[config.mk]
export PLATFORM = sky130hd
export DESIGN_NAME = veggie_trajectory
export DESIGN_NICKNAME = d
export VERILOG_FILES = /design/src/rtl/veggie_pkg.sv /design/src/rtl/veggie_body_step.sv /design/src/rtl/veggie_trajectory.sv
export SDC_FILE = /design/constraint.sdc
export NUM_CORES = 1
export LEC_CHECK = 0
export ABC_AREA = 1
export ABC_CLOCK_PERIOD_IN_PS = 4350
export BUFFER_PORTS_ARGS = -buffer_cell sky130_fd_sc_hd__buf_2
export CORE_MARGIN = 2
export CORE_UTILIZATION = 40
export DETAILED_ROUTE_END_ITERATION = 8
export GPL_ROUTABILITY_DRIVEN = 0
export GPL_TIMING_DRIVEN = 0
export SYNTH_ARGS = -nofsm -noshare
export SYNTH_HDL_FRONTEND = slang
export SYNTH_SLANG_ARGS = --single-unit
[constraint.sdc]
create_clock -name clk_in -period 4.35 [get_ports clk_in]
set_input_delay 0.435 -clock clk_in [delete_from_list [all_inputs] [get_ports clk_in]]
set_output_delay 0.435 -clock clk_in [all_outputs]
set_load 0.03 [all_outputs]
[src/rtl/veggie_pkg.sv]
// Shared types and constants for the veggie trajectory generator.
// Positions and velocities use one signed 12-bit type, which keeps the
// integrator free of width juggling.
package veggie_pkg;

    typedef logic signed [11:0] vel_t;

    typedef enum logic [1:0] {
        ST_WAIT   = 2'd0,
        ST_FLYING = 2'd1,
        ST_SPLIT  = 2'd2
    } state_t;

    typedef struct packed {
        vel_t x;
        vel_t y;
        vel_t vx;
        vel_t vy;
        logic landed;
    } body_t;

    localparam int SCREEN_W       = 1024;
    localparam int SCREEN_H       = 768;
    localparam int VEG_W          = 64;
    localparam int VEG_H          = 64;
    localparam int RESPAWN_FRAMES = 30;

    localparam vel_t GRAVITY     = 12'sd1;
    localparam vel_t LAUNCH_VY   = 12'sd20;
    localparam vel_t MAX_FALL_VY = 12'sd24;
    localparam vel_t SPLIT_DX    = 12'sd2;
    localparam vel_t SPLIT_KICK  = 12'sd3;
    localparam vel_t SPAWN_X_MIN = 12'sd192;

    // Derived geometry: right wall for the sprite's left edge, off-screen
    // parking row, spawn row and the two landing lines.
    localparam vel_t X_MAX         = vel_t'(SCREEN_W - VEG_W);
    localparam vel_t SCREEN_BOTTOM = vel_t'(SCREEN_H);
    localparam vel_t HALF_H        = vel_t'(VEG_H / 2);
    localparam vel_t SPAWN_TOP_Y   = vel_t'(SCREEN_H - VEG_H);
    localparam vel_t TOP_LAND_Y    = vel_t'(SCREEN_H - VEG_H);
    localparam vel_t BOT_LAND_Y    = vel_t'(SCREEN_H - VEG_H / 2);

    // A half that is parked off-screen and not drawn.
    localparam body_t BODY_OFF = '{x: 12'sd0, y: SCREEN_BOTTOM, vx: 12'sd0,
                                   vy: 12'sd0, landed: 1'b1};

    // Horizontal launch speed picked by two random bits; never zero.
    function automatic vel_t spawn_vx(input logic [1:0] sel);
        case (sel)
            2'd0:    return -12'sd2;
            2'd1:    return -12'sd1;
            2'd2:    return 12'sd1;
            default: return 12'sd2;
        endcase
    endfunction

endpackage

[src/rtl/veggie_body_step.sv]
// One frame of motion for a single veggie half: position advance with the
// old velocity, gravity with a fall-speed clamp, side-wall bounce, ceiling
// clamp and landing detection against the supplied landing line.
module veggie_body_step
    import veggie_pkg::*;
(
    input  body_t body_i,
    input  vel_t  land_y_i,
    output body_t body_o
);

    vel_t x_sum;
    vel_t y_sum;
    vel_t vy_inc;

    // Integrate one frame; landing overrides the ceiling clamp since a
    // falling half can never be above the top edge.
    always_comb begin
        x_sum  = body_i.x + body_i.vx;
        y_sum  = body_i.y + body_i.vy;
        vy_inc = body_i.vy + GRAVITY;

        body_o    = body_i;
        body_o.x  = x_sum;
        body_o.y  = y_sum;
        body_o.vy = (vy_inc > MAX_FALL_VY) ? MAX_FALL_VY : vy_inc;

        if (x_sum < 12'sd0) begin
            body_o.x  = 12'sd0;
            body_o.vx = -body_i.vx;
        end else if (x_sum > X_MAX) begin
            body_o.x  = X_MAX;
            body_o.vx = -body_i.vx;
        end

        if (y_sum < 12'sd0) begin
            body_o.y  = 12'sd0;
            body_o.vy = GRAVITY;
        end

        if ((body_i.vy > 12'sd0) && (y_sum >= land_y_i)) begin
            body_o.y      = SCREEN_BOTTOM;
            body_o.landed = 1'b1;
        end
    end

endmodule

[src/rtl/veggie_trajectory.sv]
// Veggie trajectory generator: waits, spawns a veggie from the random word,
// flies it as one body, and after a katana hit flies the two halves apart
// until both have landed.
// Build option: define VEG_SPEEDUP_EN to make launches faster every 8 spawns.
// Handshake: there is no valid/ready; every motion update is qualified by the
// one-cycle frame_done_in strobe, split_in is honoured on any cycle, and the
// veggie_gone_out / missed_out pulses are registered and last one cycle.
module veggie_trajectory
    import veggie_pkg::*;
(
    input  logic        clk_in,
    input  logic        rst_in,
    input  logic        frame_done_in,
    input  logic        split_in,
    input  logic [15:0] random_in,
    output logic [10:0] top_x_out,
    output logic [9:0]  top_y_out,
    output logic [10:0] bottom_x_out,
    output logic [9:0]  bottom_y_out,
    output logic        top_visible_out,
    output logic        bottom_visible_out,
    output logic        split_out,
    output logic        veggie_gone_out,
    output logic        missed_out
);

    state_t     state_q;
    logic [4:0] wait_cnt_q;
    body_t      top_q;
    body_t      bot_q;
    logic       gone_q;
    logic       missed_q;

    body_t top_nx;
    body_t bot_nx;
    body_t bot_miss;
    body_t spawn_top;
    body_t spawn_bot;
    vel_t  launch_vy;
    logic  spawn_fire;
    logic  both_down;

    veggie_body_step u_top_step (
        .body_i   (top_q),
        .land_y_i (TOP_LAND_Y),
        .body_o   (top_nx)
    );

    veggie_body_step u_bot_step (
        .body_i   (bot_q),
        .land_y_i (BOT_LAND_Y),
        .body_o   (bot_nx)
    );

    assign spawn_fire = (state_q == ST_WAIT) && frame_done_in && (wait_cnt_q == 5'd1);
    assign both_down  = top_nx.landed && bot_nx.landed;

`ifdef VEG_SPEEDUP_EN
    logic [5:0] spawn_cnt_q;
    logic [1:0] boost;

    // min(spawn_cnt >> 3, 3): bit 5 set means the shifted count is 4 or more.
    assign boost = spawn_cnt_q[5] ? 2'd3 : spawn_cnt_q[4:3];

    // Saturating count of spawns since reset.
    always_ff @(posedge clk_in) begin
        if (rst_in) begin
            spawn_cnt_q <= 6'd0;
        end else if (spawn_fire && (spawn_cnt_q != 6'd63)) begin
            spawn_cnt_q <= spawn_cnt_q + 6'd1;
        end
    end

    assign launch_vy = LAUNCH_VY + vel_t'({10'd0, random_in[12:11]})
                     + vel_t'({10'd0, boost});
`else
    assign launch_vy = LAUNCH_VY + vel_t'({10'd0, random_in[12:11]});
`endif

    // Spawn bodies built from the random word, plus the bottom half forced
    // off-screen when an unsplit veggie is missed.
    always_comb begin
        spawn_top        = BODY_OFF;
        spawn_top.x      = SPAWN_X_MIN + vel_t'({3'd0, random_in[8:0]});
        spawn_top.y      = SPAWN_TOP_Y;
        spawn_top.vx     = spawn_vx(random_in[10:9]);
        spawn_top.vy     = -launch_vy;
        spawn_top.landed = 1'b0;

        spawn_bot   = spawn_top;
        spawn_bot.y = SPAWN_TOP_Y + HALF_H;

        bot_miss        = bot_nx;
        bot_miss.y      = SCREEN_BOTTOM;
        bot_miss.landed = 1'b1;
    end

    // Game-state FSM with the body registers and the one-cycle pulses.
    always_ff @(posedge clk_in) begin
        if (rst_in) begin
            state_q    <= ST_WAIT;
            wait_cnt_q <= 5'(RESPAWN_FRAMES);
            top_q      <= BODY_OFF;
            bot_q      <= BODY_OFF;
            gone_q     <= 1'b0;
            missed_q   <= 1'b0;
        end else begin
            gone_q   <= 1'b0;
            missed_q <= 1'b0;
            case (state_q)
                ST_WAIT: begin
                    if (spawn_fire) begin
                        top_q      <= spawn_top;
                        bot_q      <= spawn_bot;
                        wait_cnt_q <= 5'd0;
                        state_q    <= ST_FLYING;
                    end else if (frame_done_in) begin
                        wait_cnt_q <= wait_cnt_q - 5'd1;
                    end
                end
                ST_FLYING: begin
                    if (split_in) begin
                        top_q.vx <= top_q.vx - SPLIT_DX;
                        top_q.vy <= top_q.vy - SPLIT_KICK;
                        bot_q.vx <= bot_q.vx + SPLIT_DX;
                        state_q  <= ST_SPLIT;
                    end else if (frame_done_in) begin
                        top_q <= top_nx;
                        if (top_nx.landed) begin
                            bot_q      <= bot_miss;
                            missed_q   <= 1'b1;
                            gone_q     <= 1'b1;
                            wait_cnt_q <= 5'(RESPAWN_FRAMES);
                            state_q    <= ST_WAIT;
                        end else begin
                            bot_q <= bot_nx;
                        end
                    end
                end
                ST_SPLIT: begin
                    if (frame_done_in) begin
                        if (!top_q.landed) top_q <= top_nx;
                        if (!bot_q.landed) bot_q <= bot_nx;
                        if (both_down) begin
                            gone_q     <= 1'b1;
                            wait_cnt_q <= 5'(RESPAWN_FRAMES);
                            state_q    <= ST_WAIT;
                        end
                    end
                end
                default: begin
                    state_q <= ST_WAIT;
                end
            endcase
        end
    end

    assign top_x_out          = top_q.x[10:0];
    assign top_y_out          = top_q.y[9:0];
    assign bottom_x_out       = bot_q.x[10:0];
    assign bottom_y_out       = bot_q.y[9:0];
    assign top_visible_out    = ~top_q.landed;
    assign bottom_visible_out = ~bot_q.landed;
    assign split_out          = (state_q == ST_SPLIT);
    assign veggie_gone_out    = gone_q;
    assign missed_out         = missed_q;

    // High position bits stay inside the screen range and the top random bits
    // are reserved for other consumers of the LFSR word.
    logic unused_bits;
    assign unused_bits = ^{top_q.x[11], top_q.y[11:10], bot_q.x[11],
                           bot_q.y[11:10], random_in[15:13]};

endmodule
== Yosys cells after proc, flatten, opt, wreduce, memory -nomap -nowiden ==
Cells that the tools add are included.
Widths: inputs -> output; s select.

* Bits in registers: 107
* Output and inout port bits: 47
* Word-level logic and storage cells: 133

* $add $sub $neg: 15
* $lt $le $gt $ge: 12
* Equality and inequality tests: 16
* Multiplexer cells: 57
* Bitwise gates (word level): 3
* Reductions and logical operators: 16

{| class="wikitable"
|+ Operators with widths
! kind !! number
|-
| $mux 49 || 8
|-
| $pmux 49 s3 || 2
|-
| $mux 12 || 17
|-
| $mux 24 || 3
|-
| $add 12x12->12 || 4
|-
| $lt 12x1->1 const B || 4
|-
| $mux 37 || 1
|-
| $pmux 12 s3 || 1
|-
| $mux 5 || 7
|-
| $add 12x2->12 const B || 2
|-
| $ge 12x11->1 const B || 2
|-
| $gt 12x1->1 const B || 2
|-
| $gt 12x11->1 const B || 2
|-
| $gt 12x6->1 const B || 2
|-
| $neg 12->12 || 2
|-
| $sub 12x3->12 const B || 2
|-
| $reduce_and 5->1 || 4
|-
| $pmux 5 s3 || 1
|-
| $ne 2x2->1 const B || 7
|-
| $mux 13 || 1
|-
| $add 12x3->12 const B || 1
|-
| $mux 2 || 6
|-
| $neg 6->12 || 1
|-
| $reduce_and 6->1 || 2
|-
| 17 further kinds || 35
|}

== Depth between registers and ports, before layout ==
Gate-level depths: netlist (run 1).

* Word-level depth: 8
* Depth in mapped cells: 21
* Depth with buffers taken out: 21

== By module ==
A second synthesis (run 1) with hierarchy kept.

* Cells, all modules: 1848
* Area, all modules: 11136.9 um^2

{| class="wikitable"
|+ By module, submodules not included
! module !! times used !! cells each !! area an instance (um^2) !! sequential area each (um^2)
|-
| veggie_trajectory || 1 || 991 || 6356.1 || 2142.1
|-
| veggie_body_step at u_bot_step || 1 || 430 || 2393.5 || 0.0
|-
| veggie_body_step at u_top_step || 1 || 427 || 2387.3 || 0.0
|}

== Worst setup path before layout (run 1) ==
Ideal clock, no wire load.

* Kind: register -> register
* From: register top_q[1] (netlist bit)
* To: register wait_cnt_q[3]
* Arrival time: 2362 ps
* Path slack: 1854 ps
* Cell stages (with the launch flop): 21
* Path buffers: 0
* Period minus slack after synthesis: 2496 ps
* Path through: dfxtp_1 -> ha_1 -> inv_1 -> fa_1 -> inv_1 -> nand3_1 -> nand3_1 -> nand2_1 -> nand2_1 -> nand2_1 -> nand2_1 -> xnor2_2 -> nand2_2 -> nand2_4 -> nand2_4 -> nand2_1 -> nand2_2 -> nand2_2 -> inv_2 -> nand2_1 -> nand3_1

* Longest elaborated chain between the ends: 7

{| class="wikitable"
|+ Ends and longest elaborated chain
! element !! line !! source
|-
| from (decl) || veggie_trajectory.sv:29 || <nowiki>body_t top_q;</nowiki>
|-
| from (signal assigned) || veggie_trajectory.sv:113 || <nowiki>top_q <= spawn_top;</nowiki>
|-
| from (signal assigned) || veggie_trajectory.sv:128 || <nowiki>top_q <= top_nx;</nowiki>
|-
| from (signal assigned) || veggie_trajectory.sv:142 || <nowiki>if (!top_q.landed) top_q <= top_nx;</nowiki>
|-
| $add 12x12->12 || veggie_body_step.sv:20 || <nowiki>y_sum = body_i.y + body_i.vy;</nowiki>
|-
| $ge 12x11->1 || veggie_body_step.sv:41 || <nowiki>if ((body_i.vy > 12'sd0) && (y_sum >= land_y_i)) begin</nowiki>
|-
| $logic_and 1x1->1 (*) || veggie_body_step.sv:41 ||
|-
| $mux 1 (*) || veggie_body_step.sv:41 ||
|-
| $logic_and 1x1->1 || veggie_trajectory.sv:56 || <nowiki>assign both_down = top_nx.landed && bot_nx.landed;</nowiki>
|-
| $ne 2x1->1 (no line) || - ||
|-
| $reduce_and 7->1 (no line) (*) || - ||
|-
| to (signal assigned) || veggie_trajectory.sv:102 || <nowiki>wait_cnt_q <= 5'(RESPAWN_FRAMES);</nowiki>
|-
| to (signal assigned) || veggie_trajectory.sv:118 || <nowiki>wait_cnt_q <= wait_cnt_q - 5'd1;</nowiki>
|-
| to (signal assigned) || veggie_trajectory.sv:133 || <nowiki>wait_cnt_q <= 5'(RESPAWN_FRAMES);</nowiki>
|-
| to (decl) || veggie_trajectory.sv:28 || <nowiki>logic [4:0] wait_cnt_q;</nowiki>
|}

Every way passes the cells marked *; elsewhere a longest branch is shown, timed or not.
A chain may end at the register's enable or synchronous reset.

== Worst setup path in the final report (run 1) ==
* From: register top_q[1] (netlist bit)
* To: register wait_cnt_q[1]

The elaborated chain is that of the path after synthesis.

==> results.json, run 1 <==
{
  "crit_fanout": 8,
  "grt_setup_unrepaired": "false",
  "wire_per_inst_um": 15.4,
  "pwr-share-comb_pct": 53.0,
  "sw_frac_of_total_pct": 49.4,
  "cts-buffers-inserted": 9,
  "ys_seq_area_share_pct": 21.4,
  "yosysUniqueCellTypes": 55,
  "fin_ws_ns": 1.31,
  "syn-cell-area_um2": 9640,
  "die_w_um": 159,
  "synth_top_area_share_pct": 21.4,
  "path_clk_slew_ns": 0.08,
  "ys.flop_type": "dfxtp_1",
  "num_vias": 10200,
  "dieArea_um2": 25400,
  "run_status": "finished clean",
  "drive_above_1_share_pct": 11.8,
  "cp.required_ns": 4.57,
  "finalSetupViolations": 0,
  "ctsRootBufferMaster": "clkbuf_16",
  "hold_violations": 0,
  "synthArstFlopShare_pct": 0,
  "synth_area_leaders": "dfxtp_1, nand2_1, ha_1",
  "setup.worst_path.end_class": "flip-flop",
  "grt_pass1_wl_um": 48300,
  "synth.avg_cell_area_um2": 6.17,
  "worst_pin_slew_ns": 0.829,
  "cts.sinks": 103,
  "drv_cap": 0,
  "drt_iter0_drc": 763,
  "critPathArrivalTime_ns": 3.26,
  "synth_common_cells": "nand2_1, inv_1, nand3_1",
  "hp-class": "in -> reg",
  "powerDensity_nw_per_um2": 431,
  "htreeDepth": 3,
  "fin_skew_ns": 0.0185,
  "via_per_inst": 5.20,
  "fmaxAchievable_mhz": 329,
  "dpl.cell_count": 1942,
  "fin_nets": 1724,
  "instances_no_fill": 1958,
  "grt_overflow": 0,
  "slew_viol_final": 0,
  "slew_headroom_pct": 44.7,
  "synthCells": 1562,
  "cts_post_setup_buffers_inserted": 0,
  "cts_hold_buf": 0,
  "antenna_cells": 0,
  "cts_tree": "yes",
  "yosysTopAreaCell": "dfxtp_1",
  "setup.worst_path.class": "reg -> reg",
  "start_util_pct": 40.9,
  "final_antenna_net_count": 0,
  "clockBufferDepth": 2,
  "period_share_pct": 69.8,
  "antenna_found_initial": 0,
  "seqPwrFrac_pct": 28.3,
  "place_ws_ns": 1.31,
  "drc": 0,
  "num_rows": 56,
  "synth_enable_flop_cells": 0,
  "insertion_delay_ns": 0.37,
  "ioPinCount": 67,
  "hpwl_um": 23700,
  "die_y_um": 159,
  "area.growth.synth_to_final_pct": 10.4,
  "yosysMostFrequentCell": "nand2_1",
  "p_leak_nw": 5.37,
  "ir_drop_v": 0.000233,
  "fin_tns_setup_ns": 0,
  "period_minus_slack_ns": 3.04,
  "grt_max_degree": 19,
  "grt_pass1_vias": 9152,
  "grt_usage_pct": 23.3,
  "internal_power_mw": 2.32,
  "cts_resized": 0,
  "io_buffers": 61,
  "ys_seq_elements": 103,
  "startpoint_type": "flip-flop",
  "firstDrtPassIters": 7,
  "clkPwrFrac_pct": 18.7,
  "wl_um": 30100,
  "syn-num-nets": 1652,
  "p_sw_mw": 2.26,
  "ys.warnings.count": 0,
  "core-area_um2": 23500
}
[state kept, by name, summed over array words and instances, names as in the netlist]
register	count
veggie_gone_out	1
bottom_x_out	11
top_y_out	10
state_q	2
top_x_out	11
top_q	26
bot_q	26
missed_out	1
wait_cnt_q	5
bottom_y_out	10
[area by class of cell]
type | instances | area, µm²
tap | 319 | 399
timing repair buffer | 61 | 305
sequential | 103 | 2060
clock buffer | 11 | 253
buffer | 86 | 508
fill | 2499 | 12900
clock inverter | 5 | 48.8
inverter | 211 | 798
multi-input combinational | 1162 | 6270
[per-layer routing]
metal	part of all wire, %	GRT usage [%]	vias up
met2	45	38.4	264
met3	5.1	3.20	35
li1	-	-	5256
met1	48	32.0	4622
met4	1.9	6.49	0
met5	0	0	-
[worst max-delay path, cell delays in order, from the launching register on]
cell and delay (ns):
dfxtp_1 0.44, ha_1 0.25, inv_1 0.09, fa_1 0.35, inv_1 0.13, nand3_1 0.09
nand3_1 0.11, nand2_1 0.11, nand2_1 0.10, nand2_1 0.05, nand2_1 0.09, xnor2_2 0.13
nand2_2 0.10, nand2_4 0.16, nand2_4 0.10, o21ai_0 0.17, inv_1 0.09, nand2_2 0.12
inv_2 0.08, nand2_1 0.06, nand3_1 0.06
[final timing paths]
kind	cells after the start	startpoint	slack [ns]	to
setup / recovery	20	top_q[1]$_SDFFE_PP0P_	1.31	wait_cnt_q[1]$_SDFFE_PP1P_
hold / removal	3	random_in[1]	0.38	bottom_x_out[1]$_SDFFE_PP0P_
setup reg to reg	20	top_q[1]$_SDFFE_PP0P_	1.31	wait_cnt_q[1]$_SDFFE_PP1P_
hold reg to reg	2	bot_q[35]$_SDFFE_PP0P_	0.48	bot_q[35]$_SDFFE_PP0P_
[power by group through the flow]
stage / sequential [mW] / clock [mW] / combinational, mW
2_1_floorplan: 1.23 / 0 / 1.86
3_3_place_gp: 1.32 / 0 / 2.38
3_5_place_dp: 1.32 / 0 / 2.40
4_1_cts: 1.29 / 0.874 / 2.42
5_1_grt: 1.32 / 0.914 / 2.73
6_report: 1.30 / 0.858 / 2.43
[per-stage QoR]
stage	util, %	total power, mW	area [µm²]	hold slack, ns
floorplan	-	3.09	9640	0.449
CTS	45.2	4.58	10600	0.374
finish	45.2	4.58	10600	0.381
detailed placement	43.9	3.72	10300	0.467
global route	45.2	4.96	10600	0.390
global placement	43.9	3.70	10300	0.469
[logic make-up (layout without fill, tap and decap cells)]
logic type                 count (synthesis)  after routing  synth area share [%]
AOI/OAI and AO/OA                        299            299                  17.1
xor gates and xnor gates                  35             35                  3.57
adders and majority gates                 70             70                  9.40
buffers and inverters                    297            374                  13.6
DFF                                      103            103                  21.4
and+or+nand+nor                          758            758                  34.9
[layout by cell type (no fill, tap or decap), types with 4 or more instances in the layout]
cell,count
o21ai_0,105
fa_1,4
nand3b_1,4
nor4_1,4
buf_4,42
a21oi_1,119
buf_2,70
clkbuf_1,29
ha_1,66
nand4_1,29
or2_2,4
clkbuf_16,9
dfxtp_1,103
nand2_1,416
nor2_4,4
xnor2_1,6
xor2_2,4
nor3_2,4
nand2_2,10
nor2_2,5
xor2_1,24
inv_1,198
nor3_1,21
nand3_2,4
nand3_1,128
a31oi_1,31
o21ai_1,6
o211ai_1,13
nor2_1,113
inv_2,8
o21bai_1,7
Power figures use the tool's default switching activity.
==> inputs of run 2 (changes only) <==
--- a/config.mk
+++ b/config.mk
@@ -5,8 +5,8 @@
 export SDC_FILE = /design/constraint.sdc
 export NUM_CORES = 1
 export LEC_CHECK = 0
-export ABC_AREA = 1
-export ABC_CLOCK_PERIOD_IN_PS = 4350
+export ABC_AREA = 0
+export ABC_CLOCK_PERIOD_IN_PS = 2600
 export BUFFER_PORTS_ARGS = -buffer_cell sky130_fd_sc_hd__buf_2
 export CORE_MARGIN = 2
 export CORE_UTILIZATION = 40
==> constraint.sdc (replaced) <==
create_clock -name clk_in -period 2.6 [get_ports clk_in]
set_input_delay 0.26 -clock clk_in [delete_from_list [all_inputs] [get_ports clk_in]]
set_output_delay 0.26 -clock clk_in [all_outputs]
set_load 0.03 [all_outputs]
==> run 2 against run 1 <==
Against the previous run: the flow now finishes with violations (setup timing); synthesized cell count decreased by 19%; register-to-register slack got worse by 2.0 ns; maximum frequency decreased by 6.5%; critical endpoint is now bot_q[14]$_SDFFE_PP0P_; largest cell class unchanged; largest power group unchanged; highest routed layer unchanged.
==> results.json, run 2 <==
{
  "yosysUniqueCellTypes": 88,
  "synth_top_family_by_area": "compound AO/OA/AOI/OAI gates",
  "yosysTopAreaCell": "dfxtp_1",
  "hp-class": "in -> reg",
  "fmaxAchievable_mhz": 308,
  "path_delay_family": "compound AO/OA/AOI/OAI gates",
  "slew_viol_final": 0,
  "cts-buffers-inserted": 9,
  "period_minus_slack_ns": 3.25,
  "synth_enable_flop_cells": 0,
  "ctsRootBufferMaster": "clkbuf_16",
  "wl_um": 34500,
  "start_util_pct": 40.9,
  "syn-num-nets": 1357,
  "max_stage_delay_ns": 0.53,
  "ir_drop_v": 0.000560,
  "cts.sinks": 103,
  "hpwl_um": 22800,
  "hold_violations": 0,
  "run_status": "finished with violations",
  "die_w_um": 156,
  "cp.buffers_inverters": 3,
  "area.growth.synth_to_final_pct": 38.4,
  "synthCells": 1267,
  "antenna_cells": 0,
  "crit_fanout": 7,
  "synthAdderAreaFrac_pct": 9.74,
  "via_per_inst": 6.03,
  "p_leak_nw": 5.20,
  "fin_skew_ns": 0.0147,
  "synth_top_area_share_pct": 22.2,
  "ys.flop_type": "dfxtp_1",
  "grt_setup_unrepaired": "true",
  "instances_no_fill": 1732,
  "die_y_um": 156,
  "cp.required_ns": 2.84,
  "ys_seq_area_share_pct": 22.2,
  "path_cells": "ha_4 -> inv_2 -> fa_2 -> inv_1 -> or4_4 -> o311a_1 -> a311oi_4 -> buf_4 -> mux2_4 -> nand4_1 -> a21oi_1",
  "wire_per_inst_um": 19.9,
  "powerDensity_nw_per_um2": 1250,
  "grt_pass1_vias": 9790,
  "largestRegisters": "bot_q x26, top_q x26",
  "synthMuxAreaShare_pct": 0.781,
  "cts_hold_buf": 0,
  "drv_cap": 0,
  "dpl.cell_count": 1615,
  "num_rows": 55,
  "drive_above_1_share_pct": 36.4,
  "slew_headroom_pct": 32.8,
  "postPlaceCellArea_um2": 10100,
  "layout_common_cells": "buf_4, nor2_1, a21oi_1",
  "syn-cell-area_um2": 9300,
  "synthArstFlopShare_pct": 0,
  "synth.avg_cell_area_um2": 7.34,
  "path_clk_slew_ns": 0.09,
  "fin_nets": 1532,
  "synth-simple-area-share_pct": 23.1,
  "violations": "setup timing",
  "startpoint_type": "flip-flop",
  "final_area_um2": 12900,
  "final_common_cell": "buf_4",
  "ioPinCount": 67,
  "grt_usage_pct": 27.3,
  "slowest_stage": "or4_4",
  "dieArea_um2": 24500,
  "num_vias": 10400,
  "cts_tree": "yes",
  "ys.warnings.count": 0,
  "grt_max_degree": 17,
  "io_buffers": 63,
  "synth_area_leaders": "dfxtp_1, ha_1, a21oi_1",
  "final_util_pct": 56.7,
  "yosysMostFrequentCell": "nor2_1",
  "firstDrtPassIters": 6,
  "place_ws_ns": -0.852,
  "grt_overflow": 0,
  "insertion_delay_ns": 0.38,
  "core-area_um2": 22700,
  "period_share_pct": 125,
  "htreeDepth": 3,
  "drc": 0,
  "grt_pass1_wl_um": 52900,
  "setup.worst_path.end_class": "flip-flop",
  "ys_seq_elements": 103,
  "synth_compound_area_share_pct": 29.9,
  "antenna_found_initial": 0,
  "fin_ws_ns": -0.647,
  "fin_tns_setup_ns": -23.27,
  "critPathArrivalTime_ns": 3.48,
  "drt_iter0_drc": 935,
  "synth_common_cells": "nor2_1, a21oi_1, dfxtp_1",
  "worst_pin_slew_ns": 1.01,
  "setup.worst_path.class": "reg -> reg",
  "synth_xor_area_share_pct": 5.65,
  "final_antenna_net_count": 0,
  "finalSetupViolations": 73,
  "clockBufferDepth": 2
}
run 2: cell count changes in the layout (fill, tap and decap cells not counted), moves of 27 or more:
| cell | previous run | this run |
|---|---|---|
| nand2_1 | 416 | 70 |
| a21oi_1 | 119 | 89 |
| inv_1 | 198 | 50 |
| nand3_1 | 128 | 35 |
| xnor2_1 | 6 | 36 |
| a21oi_2 | 2 | 29 |
| buf_4 | 42 | 115 |
| dfxtp_1 | 103 | 73 |
| o21ai_0 | 105 | 57 |
| buf_6 | 2 | 39 |
run 2: worst paths after layout:
path | startpoint | to | slack (ns) | cells after the start
worst max-delay path | bot_q[13]$_SDFFE_PP0P_ | bot_q[14]$_SDFFE_PP0P_ | -0.65 | 11
worst min register to register | top_q[35]$_SDFFE_PP0P_ | top_q[35]$_SDFFE_PP0P_ | 0.48 | 2
worst min-delay path | random_in[6] | bottom_x_out[6]$_SDFFE_PP0P_ | 0.29 | 4
worst max register to register | bot_q[13]$_SDFFE_PP0P_ | bot_q[14]$_SDFFE_PP0P_ | -0.65 | 11
run 2: final cells by class:
type	instances	area, µm²
well taps	285	357
plain buffers	104	613
multi-input cells	995	7940
inverters	57	214
clock inverters	6	109
repair buffers	172	1270
clock buffers	10	229
flip-flops and latches	103	2130
fillers	2030	9840
run 2: cell families after synthesis:
kind of cell / Yosys count
buffers and inverters: 169
adders and majority gates: 70
xor gates and xnor gates: 60
AOI/OAI and AO/OA: 424
DFF: 103
and+or+nand+nor: 434
muxes: 7
run 2: tightest hold or removal path, stage by stage:
cell and delay, ns:
buf_2 0.14, o211ai_1 0.09, o21ai_0 0.08, nor2_1 0.04
run 2: power breakdown:
group	switching, mW	internal, mW	total, mW	leakage, nW
logic	6.65	5.12	11.8	4.18
clock network	0.709	0.943	1.65	0.166
registers	0.589	2.07	2.66	0.858
total	7.95	8.13	16.1	5.20
run 2: metal layers:
layer	GRT usage (%)	part of all wire, %	vias to the layer above	routed length [µm]
li1	-	-	4947	-
met1	35.8	43	4957	15000
met2	45.5	46	423	16000
met3	3.79	6.1	111	2090
met4	10.2	4.2	0	1450
met5	0	0	-	0
run 2: what timing repair did:
| action | CTS | global route |
|---|---|---|
| endpoints found under the setup margin | 101 | 103 |
| gates cloned | 0 | 0 |
| buffers inserted | 81 | 38 |
| gates resized for setup | 231 | 153 |
| pin swaps | 90 | 90 |
run 2: per-stage QoR:
step / hold WS, ns / power (mW)
global route: 0.315 / 17.0
CTS: 0.294 / 14.5
global placement: 0.444 / 10.4
detailed placement: 0.448 / 10.5
floorplan: 0.431 / 8.49
finish: 0.289 / 16.1
==> inputs of run 3 (changes only) <==
--- a/config.mk
+++ b/config.mk
@@ -5,11 +5,12 @@
 export SDC_FILE = /design/constraint.sdc
 export NUM_CORES = 1
 export LEC_CHECK = 0
-export ABC_AREA = 0
+export ABC_AREA = 1
 export ABC_CLOCK_PERIOD_IN_PS = 2600
 export BUFFER_PORTS_ARGS = -buffer_cell sky130_fd_sc_hd__buf_2
 export CORE_MARGIN = 2
 export CORE_UTILIZATION = 40
+export CTS_BUF_LIST = sky130_fd_sc_hd__clkbuf_4 sky130_fd_sc_hd__clkbuf_8 sky130_fd_sc_hd__clkbuf_16
 export DETAILED_ROUTE_END_ITERATION = 8
 export GPL_ROUTABILITY_DRIVEN = 0
 export GPL_TIMING_DRIVEN = 0
==> run 3 against run 2 <==
Against the previous run: the run still ends with setup timing left; maximum frequency increased by 25%; design area decreased by 9.4%; worst setup slack improved by 0.64 ns; via count increased by 0.49%; first-iteration DRC count decreased by 17%; highest routed layer unchanged.
==> results.json, run 3 (synthesis gave the netlist of run 1 again) <==
{
  "path_delay_family": "simple AND/OR/NAND/NOR gates",
  "worst_pin_slew_ns": 0.944,
  "crit_fanout": 5,
  "powerDensity_nw_per_um2": 709,
  "final_util_pct": 49.5,
  "start_util_pct": 40.9,
  "hold_slack_ns": 0.197,
  "antenna_cells": 0,
  "instances_no_fill": 2000,
  "antenna_found_initial": 0,
  "startpoint_type": "flip-flop",
  "htreeDepth": 3,
  "largestRegisters": "bot_q x26, top_q x26",
  "crit_path_frequent_cell": "nand2_1",
  "grt_max_degree": 19,
  "hp-class": "in -> reg",
  "grt_overflow": 0,
  "insertion_delay_ns": 0.37,
  "cp.required_ns": 2.89,
  "hpwl_um": 23700,
  "grt_pass1_wl_um": 49000,
  "fin_nets": 1766,
  "cp.buffers_inverters": 3,
  "path_clk_slew_ns": 0.08,
  "slowest_stage": "fa_2",
  "grtUsageMet1_pct": 32.5,
  "wire_per_inst_um": 15.7,
  "r2r_slack_ns": -0.007,
  "cp_num_cells": 17,
  "period_share_pct": 100,
  "grt_setup_unrepaired": "true",
  "period_minus_slack_ns": 2.61,
  "path_cells": "ha_4 -> inv_2 -> fa_2 -> nand2_2 -> a21oi_2 -> nand3_1 -> nor2_1 -> nand2_1 -> nand4_1 -> nand3_4 -> buf_6 -> buf_6 -> nand2_2 -> nand2_1 -> o211ai_1 -> nand2_1 -> a21oi_2",
  "fmaxAchievable_mhz": 384,
  "setup.worst_path.end_class": "flip-flop",
  "final_antenna_net_count": 0,
  "cts-buffers-inserted": 9,
  "critPathArrivalTime_ns": 2.89,
  "die_y_um": 159,
  "hold_violations": 0,
  "layout_common_cells": "nand2_1, inv_1, nand3_1",
  "cts_tree": "yes",
  "drc": 0,
  "worstHoldStart": "random_in[1]",
  "drv_cap": 0,
  "p_leak_nw": 5.72,
  "num_rows": 56,
  "via_per_inst": 5.24,
  "dpl.cell_count": 1942,
  "top_usage_layer": "met2",
  "cts_hold_buf": 0,
  "setup.worst_path.class": "reg -> reg",
  "grt_pass1_vias": 9356,
  "grtUsageMet2_pct": 39.2,
  "max_stage_delay_ns": 0.58,
  "drive_above_1_share_pct": 23.1,
  "seq_area_um2": 2130,
  "drt_iter0_drc": 779,
  "ioPinCount": 67,
  "die_w_um": 159,
  "grt_use_met3_pct": 3.13,
  "fin_skew_ns": 0.0193,
  "worstHoldEndpoint": "bottom_x_out[1]$_SDFFE_PP0P_",
  "finalSetupViolations": 1,
  "multi_input_area_um2": 6820,
  "fin_tns_setup_ns": -0.00718,
  "slew_viol_final": 0,
  "fin_ws_ns": -0.00718,
  "io_buffers": 61,
  "cts.sinks": 103,
  "r2r-end": "top_q[24]$_SDFFE_PP0P_",
  "slew_headroom_pct": 37.1,
  "ctsRootBufferMaster": "clkbuf_16",
  "firstDrtPassIters": 7,
  "violations": "setup timing",
  "fill_cells": 2407,
  "num_vias": 10500,
  "r2r_cells": 17,
  "rr_startpoint": "top_q[13]$_SDFFE_PP0P_",
  "dieArea_um2": 25400,
  "clockBufferDepth": 2,
  "core-area_um2": 23500,
  "wl_um": 31400,
  "total_power_mw": 8.27,
  "run_status": "finished with violations",
  "timing.hold.worst_path_depth": 3,
  "final_common_cell": "nand2_1",
  "ir_drop_v": 0.000383,
  "grt_usage_pct": 23.7,
  "area.growth.synth_to_final_pct": 21.0
}
## run 3: cell count changes in the layout (fill, tap and decap cells not counted), sizes merged, moves of 24 or more
cell	previous run	this run
nand2	79	429
inv	57	209
nand3	43	132
buf	221	158
xnor2	45	7
nor3	54	28
nand4	7	31
## run 3: timing repair
item | in CTS | in global routing
endpoints found under the setup margin | 75 | 99
buffers inserted | 20 | 20
endpoints found under the hold margin | 0 | 0
pin swaps | 14 | 62
cloned | 3 | 1
gates resized for setup | 59 | 163
## run 3: how the worst max path moves through the flow
stage | start | end
6_report | top_q[13]$_SDFFE_PP0P_ | top_q[24]$_SDFFE_PP0P_
5_1_grt | bot_q[13]$_SDFFE_PP0P_ | bot_q[20]$_SDFFE_PP0P_
4_1_cts | state_q[1]$_SDFFE_PP0P_ | top_y_out[1]$_SDFFE_PP0P_
3_5_place_dp | top_q[1]$_SDFFE_PP0P_ | wait_cnt_q[3]$_SDFFE_PP1P_
3_3_place_gp | top_q[1]$_SDFFE_PP0P_ | wait_cnt_q[1]$_SDFFE_PP1P_
2_1_floorplan | top_q[1]$_SDFFE_PP0P_ | wait_cnt_q[3]$_SDFFE_PP1P_
## run 3: report_power, final
| part | leakage, nW | switching, mW | total, mW | internal [mW] |
|---|---|---|---|---|
| Clock | 0.150 | 0.708 | 1.43 | 0.724 |
| Combinational | 4.71 | 3.00 | 4.64 | 1.64 |
| Sequential | 0.860 | 0.352 | 2.20 | 1.85 |
## run 3: per-layer routing
layer	vias up	wire length, µm
met3	32	1750
met1	4804	14600
li1	5339	-
met2	314	14500
met5	-	0
met4	0	507
## run 3: metrics by stage
stage,worst slack [ns],area (µm²)
2_1_floorplan,0.104,9640
6_report,-0.00718,11700
4_1_cts,-0.0398,11000
3_3_place_gp,-0.425,10300
3_5_place_dp,-0.436,10300
5_1_grt,-0.164,11700
## run 3: final cells by class
| cell class | instances | share of cell area [%] |
|---|---|---|
| Multi-Input combinational cell | 1162 | 58.5 |
| Buffer | 84 | 4.53 |
| Sequential cell | 103 | 18.3 |
| Clock inverter | 5 | 0.418 |
| Inverter | 211 | 6.94 |
| Clock buffer | 11 | 2.17 |
| Timing Repair Buffer | 105 | 5.75 |
| Tap cell | 319 | 3.42 |
## run 3: worst min-delay path, delay by kind of cell
family	cells	cell delay, ns
buf+inv	1	0.10
simple gates	1	0.08
compound gates	1	0.08
